<file path="config.mk">
export PLATFORM = sky130hd
export DESIGN_NAME = operand_fetch_unit
export DESIGN_NICKNAME = d
export VERILOG_FILES = /design/src/rtl/ofu_pkg.sv /design/src/rtl/ofu_bypass_mux.sv /design/src/rtl/operand_fetch_unit.sv
export SDC_FILE = /design/constraint.sdc
export NUM_CORES = 1
export LEC_CHECK = 0
export BUFFER_PORTS_ARGS = -buffer_cell sky130_fd_sc_hd__buf_4
export CAP_MARGIN = 20
export CORE_MARGIN = 3
export CORE_UTILIZATION = 30
export CTS_CLUSTER_DIAMETER = 100
export DETAILED_ROUTE_END_ITERATION = 16
export PLACE_DENSITY = 0.59
export SLEW_MARGIN = 10
export SYNTH_ARGS = -nofsm -noshare
export SYNTH_HDL_FRONTEND = slang
export SYNTH_SLANG_ARGS = --single-unit
</file>
<file path="constraint.sdc">
create_clock -name clk -period 1.1 [get_ports clk]
set_input_delay 0.11 -clock clk [delete_from_list [all_inputs] [get_ports clk]]
set_output_delay 0.11 -clock clk [all_outputs]
set_load 0.05 [all_outputs]
</file>
<file path="src/rtl/ofu_pkg.sv">
// ofu_pkg: widths and types shared by the operand fetch unit and the
// register-bank / issue-side logic around it.
// The optional forwarding feature is selected by the OFU_BYPASS_EN macro.
package ofu_pkg;

    localparam int DATA_W = 16;
    localparam int ADDR_W = 3;

    typedef logic [ADDR_W-1:0] reg_idx_t;
    typedef logic [DATA_W-1:0] word_t;

    // One operand-fetch request as it sits in the read-pending stage.
    typedef struct packed {
        reg_idx_t src1;
        reg_idx_t src2;
        reg_idx_t dst;
    } fetch_req_t;

    // True when a writeback this cycle targets the given register index.
    function automatic logic wbHits(input logic wbValid,
                                    input reg_idx_t wbAddr,
                                    input reg_idx_t idx);
        return wbValid && (wbAddr == idx);
    endfunction

endpackage

</file>
<file path="src/rtl/ofu_bypass_mux.sv">
// ofu_bypass_mux: per-operand writeback forwarding for the operand fetch unit.
// With OFU_BYPASS_EN defined it holds a bypass register that remembers a
// writeback landing on the edge the bank sampled the read, and selects
// between the live writeback, that remembered value and the bank data.
// Without OFU_BYPASS_EN it simply passes the bank data through.
module ofu_bypass_mux import ofu_pkg::*; (
`ifdef OFU_BYPASS_EN
    input  logic     clk,
    input  logic     rst,
    input  logic     capture_i,
    input  reg_idx_t read_idx_i,
    input  reg_idx_t hold_idx_i,
    input  logic     wb_valid_i,
    input  reg_idx_t wb_addr_i,
    input  word_t    wb_data_i,
`endif
    input  word_t    rf_rdata_i,
    output word_t    operand_o
);

`ifdef OFU_BYPASS_EN
    logic  bypValid_q;
    logic  bypValid_d;
    word_t bypData_q;
    word_t bypData_d;

    // Re-arm the bypass on every edge the bank samples this operand's index,
    // so it tracks a write that the bank read would otherwise miss.
    always_comb begin
        bypValid_d = bypValid_q;
        bypData_d  = bypData_q;
        if (capture_i) begin
            bypValid_d = wbHits(wb_valid_i, wb_addr_i, read_idx_i);
            bypData_d  = wb_data_i;
        end
    end

    // Bypass register; cleared by reset so a dropped request leaves no trace.
    always_ff @(posedge clk or posedge rst) begin
        if (rst) begin
            bypValid_q <= 1'b0;
            bypData_q  <= '0;
        end else begin
            bypValid_q <= bypValid_d;
            bypData_q  <= bypData_d;
        end
    end

    // Newest value wins: live writeback, then sample-edge write, then bank.
    always_comb begin
        operand_o = rf_rdata_i;
        if (wbHits(wb_valid_i, wb_addr_i, hold_idx_i)) begin
            operand_o = wb_data_i;
        end else if (bypValid_q) begin
            operand_o = bypData_q;
        end
    end
`else
    // No forwarding: the operand is whatever the bank returned.
    assign operand_o = rf_rdata_i;
`endif

endmodule

</file>
<file path="src/rtl/operand_fetch_unit.sv">
// operand_fetch_unit: requester-side front end for the 8x16 register bank.
// Stage R waits out the bank's registered read, stage O presents both
// operands on a valid/ready interface. Writebacks pass straight through to
// the bank write port. Forwarding is enabled by defining OFU_BYPASS_EN.
module operand_fetch_unit import ofu_pkg::*; (
    input  logic     clk,
    input  logic     rst,
    input  logic     req_valid_i,
    output logic     req_ready_o,
    input  reg_idx_t req_src1_i,
    input  reg_idx_t req_src2_i,
    input  reg_idx_t req_dst_i,
    input  logic     wb_valid_i,
    input  reg_idx_t wb_addr_i,
    input  word_t    wb_data_i,
    output reg_idx_t rf_raddr1_o,
    output reg_idx_t rf_raddr2_o,
    input  word_t    rf_rdata1_i,
    input  word_t    rf_rdata2_i,
    output logic     rf_wen_o,
    output reg_idx_t rf_waddr_o,
    output word_t    rf_wdata_o,
    output logic     op_valid_o,
    input  logic     op_ready_i,
    output word_t    op_a_o,
    output word_t    op_b_o,
    output reg_idx_t op_dst_o
);

    logic       rValid_q;
    logic       rValid_d;
    fetch_req_t rReq_q;
    fetch_req_t rReq_d;

    logic       opValid_q;
    logic       opValid_d;
    word_t      opA_q;
    word_t      opA_d;
    word_t      opB_q;
    word_t      opB_d;
    reg_idx_t   opDst_q;
    reg_idx_t   opDst_d;

    logic       rAdv;
    logic       rStall;
    logic       accept;
    word_t      operand1;
    word_t      operand2;

    // R moves into O whenever O is empty or being drained this cycle.
    assign rAdv        = rValid_q && (!opValid_q || op_ready_i);
    assign rStall      = rValid_q && !rAdv;
    assign req_ready_o = !rValid_q || rAdv;
    assign accept      = req_valid_i && req_ready_o;

    // A stalled R keeps presenting its own indices so the bank keeps re-reading them.
    assign rf_raddr1_o = rStall ? rReq_q.src1 : req_src1_i;
    assign rf_raddr2_o = rStall ? rReq_q.src2 : req_src2_i;

    assign rf_wen_o    = wb_valid_i;
    assign rf_waddr_o  = wb_addr_i;
    assign rf_wdata_o  = wb_data_i;

    assign op_valid_o  = opValid_q;
    assign op_a_o      = opA_q;
    assign op_b_o      = opB_q;
    assign op_dst_o    = opDst_q;

`ifdef OFU_BYPASS_EN
    logic capture;

    assign capture = accept || rStall;

    ofu_bypass_mux uBypass1 (
        .clk        (clk),
        .rst        (rst),
        .capture_i  (capture),
        .read_idx_i (rf_raddr1_o),
        .hold_idx_i (rReq_q.src1),
        .wb_valid_i (wb_valid_i),
        .wb_addr_i  (wb_addr_i),
        .wb_data_i  (wb_data_i),
        .rf_rdata_i (rf_rdata1_i),
        .operand_o  (operand1)
    );

    ofu_bypass_mux uBypass2 (
        .clk        (clk),
        .rst        (rst),
        .capture_i  (capture),
        .read_idx_i (rf_raddr2_o),
        .hold_idx_i (rReq_q.src2),
        .wb_valid_i (wb_valid_i),
        .wb_addr_i  (wb_addr_i),
        .wb_data_i  (wb_data_i),
        .rf_rdata_i (rf_rdata2_i),
        .operand_o  (operand2)
    );
`else
    ofu_bypass_mux uBypass1 (
        .rf_rdata_i (rf_rdata1_i),
        .operand_o  (operand1)
    );

    ofu_bypass_mux uBypass2 (
        .rf_rdata_i (rf_rdata2_i),
        .operand_o  (operand2)
    );
`endif

    // R next state: load on accept, otherwise empty out when it advances.
    always_comb begin
        rValid_d = rValid_q;
        rReq_d   = rReq_q;
        if (accept) begin
            rValid_d    = 1'b1;
            rReq_d.src1 = req_src1_i;
            rReq_d.src2 = req_src2_i;
            rReq_d.dst  = req_dst_i;
        end else if (rAdv) begin
            rValid_d = 1'b0;
        end
    end

    // O next state: capture operands as R advances, drop after handshake, else freeze.
    always_comb begin
        opValid_d = opValid_q;
        opA_d     = opA_q;
        opB_d     = opB_q;
        opDst_d   = opDst_q;
        if (rAdv) begin
            opValid_d = 1'b1;
            opA_d     = operand1;
            opB_d     = operand2;
            opDst_d   = rReq_q.dst;
        end else if (op_ready_i) begin
            opValid_d = 1'b0;
        end
    end

    // Pipeline registers; reset drops any in-flight request.
    always_ff @(posedge clk or posedge rst) begin
        if (rst) begin
            rValid_q  <= 1'b0;
            rReq_q    <= '0;
            opValid_q <= 1'b0;
            opA_q     <= '0;
            opB_q     <= '0;
            opDst_q   <= '0;
        end else begin
            rValid_q  <= rValid_d;
            rReq_q    <= rReq_d;
            opValid_q <= opValid_d;
            opA_q     <= opA_d;
            opB_q     <= opB_d;
            opDst_q   <= opDst_d;
        end
    end

endmodule
</file>
==> impl_metrics.env <==
export IMPL_layout_commonest_cell="buf_4"
export IMPL_worstHoldPathType="input pin to flip-flop"
export IMPL_vias_per_cell=4.18
export IMPL_startpoint_type="flip-flop"
export IMPL_p_switching_mw=2.05
export IMPL_violations="negative setup slack"
export IMPL_final_cell_mix="buf_4 (83), mux2_4 (50), dfrtp_1 (45), buf_6 (10), clkbuf_8 (6)"
export IMPL_hold_viol=0
export IMPL_num_rows=30
export IMPL_layout_drive_gt1_share=0.769
export IMPL_status="complete, but fails checks"
export IMPL_finalClockSkew_ns=0.00616
export IMPL_die_w_um=90.7
export IMPL_ir_worst_vdd_uv=633
export IMPL_yosysWarnings=0
export IMPL_powerDensity_mw_per_mm2=1770
export IMPL_first_pass_iters=4
export IMPL_start_util=0.313
export IMPL_yosys_top_cells_area="dfrtp_1 (53%), mux2_4 (27%), buf_4 (7.0%), mux2_2 (5.8%), buf_12 (2.8%)"
export IMPL_fin_crit_ns=1.57
export IMPL_slew_violations=0
export IMPL_cts_made_buffers=5
export IMPL_routedWlPerCell_um=15.0
export IMPL_postLayoutCellArea_mm2=0.00316
export IMPL_avgSynthCellArea_um2=16.9
export IMPL_placed_area_mm2=0.00287
export IMPL_fp_dieH_um=90.7
export IMPL_gp_congestion=0.683
export IMPL_critPathRequiredTime_ns=0.99
export IMPL_antenna_found_initial=0
export IMPL_clkLatencyLatePin_ns=0.29
export IMPL_dpl_hpwl_um=3240
export IMPL_worstSetupPathType="flip-flop to primary output"
export IMPL_timing_hold_ws_ns=0.0441
export IMPL_drc=0
export IMPL_yosysUniqueCellTypes=13
export IMPL_timing_final_crit_share=1.43
export IMPL_wirelength_um=4690
export IMPL_yosysTopAreaCell="dfrtp_1"
export IMPL_setup_viol=53
export IMPL_initialDrtViolationCount=23
export IMPL_yosysSeqAreaShare=0.535
export IMPL_core_mm2=0.00687
export IMPL_cts_sink_count=46
export IMPL_rsz0062_at_grt="true"
export IMPL_endpoint_kind="primary output"
export IMPL_synth_seq_cells=46
export IMPL_cts_tree="yes"
export IMPL_die_area_mm2=0.00823
export IMPL_netlist_area_mm2=0.00215
export IMPL_worst_path_max_fanout=5
export IMPL_grt_total_usage=0.118
export IMPL_p_clk_frac=0.184
export IMPL_clk_pin_slew_ns=0.08
export IMPL_internal_power_mw=3.55
export IMPL_switching_share=0.366
export IMPL_grt_overflow_total=0
export IMPL_fin_ws_ns=-0.471
export IMPL_areaGrowthSynthToFinish_pct=46.7
export IMPL_arrival_ns=1.46
export IMPL_grt_pass1_wl_um=7650
export IMPL_fin_nets=280
export IMPL_synth_top_area_frac=0.535
export IMPL_synth_net_count=192
export IMPL_max_freq_ghz=0.636
export IMPL_grt_pass1_vias=1362
export IMPL_ant_nets=0
export IMPL_vias=1305
export IMPL_diodes=0
export IMPL_maxCapViolations=0
export IMPL_htree_num_levels=2
export IMPL_synthCells=127
export IMPL_cts_path_max_buffers=2
export IMPL_static_leakage_power_nw=1.61
export IMPL_num_io_pins=128
export IMPL_port_buffer_count=87
export IMPL_pwr_share_seq=0.382
export IMPL_max_slew_margin=0.791
export IMPL_cts_root_buf="clkbuf_8"
export IMPL_pwr_share_comb=0.434
export IMPL_grt_max_degree=26
export IMPL_worstMarginPinSlew_ns=0.314
power groups by stage:
stage / Clock [mW] / Sequential (mW) / Combinational (mW)
after global routing: 1.17 / 2.18 / 2.53
after global placement: 0 / 2.17 / 2.28
after detailed placement: 0 / 2.17 / 2.30
final: 1.03 / 2.14 / 2.43
after CTS: 1.10 / 2.14 / 2.43
after floorplan: 0 / 2.99 / 0.979
final timing paths:
check                      cells past startpoint    startpoint             end  slack, ns
setup / recovery                               4    op_valid_o  rf_raddr2_o[1]      -0.47
hold / removal                                 2  req_dst_i[0]       rReq_q[0]       0.04
setup reg to reg                               7    op_valid_o      op_b_o[14]      -0.43
hold reg to reg                                1     op_a_o[3]       op_a_o[3]       0.51
max in group asynchronous                      4           rst      op_b_o[13]       0.34
min in group asynchronous                      3           rst       op_a_o[7]       0.26
area by class of cell:
cell class	instances	area, um2
well taps	96	120
clock buffers	7	86.3
inverters	1	7.51
multi-input cells	57	846
fillers	632	3710
flip-flops and latches	46	1150
repair buffers	104	941
clock inverters	1	5.00
critical path: stages, from the launching register on:
cell and delay, ns:
dfrtp_2 0.40, nand3b_1 0.13, buf_6 0.16, mux2_4 0.32
buf_8 0.15
cell families after synthesis:
| kind of cell | synth area share |
|---|---|
| AND/OR/NAND/NOR | 0.0308 |
| buffers and inverters | 0.105 |
| flip-flops | 0.535 |
| multiplexers | 0.330 |
registers in the layout, indices dropped and copies added, names as in the netlist:
signal      flops
rReq_q          9
rValid_q        1
op_dst_o        3
op_valid_o      1
op_a_o         16
op_b_o         16
through the flow:
step	utilization	setup slack [ns]	power [mW]	TNS, ns	instances
after floorplan	-	-0.314	3.96	-11.52	127
after global placement	0.418	-0.207	4.45	-5.63	294
after detailed placement	0.418	-0.226	4.47	-6.43	294
after CTS	0.456	-0.527	5.67	-20.23	312
after global routing	0.460	-0.563	5.88	-22.85	312
final	0.460	-0.471	5.60	-19.48	312
metal layers:
layer,global-route usage,share of wire,vias up
met5,0,0,-
met4,0.0332,0.015,0
met3,0.0475,0.10,14
met2,0.173,0.45,69
met1,0.159,0.43,627
li1,-,-,595
cells in the mapped netlist, drive strengths merged:
| master | instances |
|---|---|
| nand3b | 1 |
| nand2 | 2 |
| dfrtp | 46 |
| mux2 | 50 |
| or2b | 1 |
| nand2b | 2 |
| buf | 24 |
| inv | 1 |
timing repair:
| item | in CTS | in global routing |
|---|---|---|
| hold buffers | 1 | 0 |
| pin swaps | 3 | 2 |
| cloned | 3 | 1 |
| gates resized for setup | 12 | 13 |
| endpoints found under the setup margin | 50 | 53 |
| buffers inserted | 6 | 1 |
| endpoints found under the hold margin | 46 | 0 |
Power figures use the tool's default switching activity.
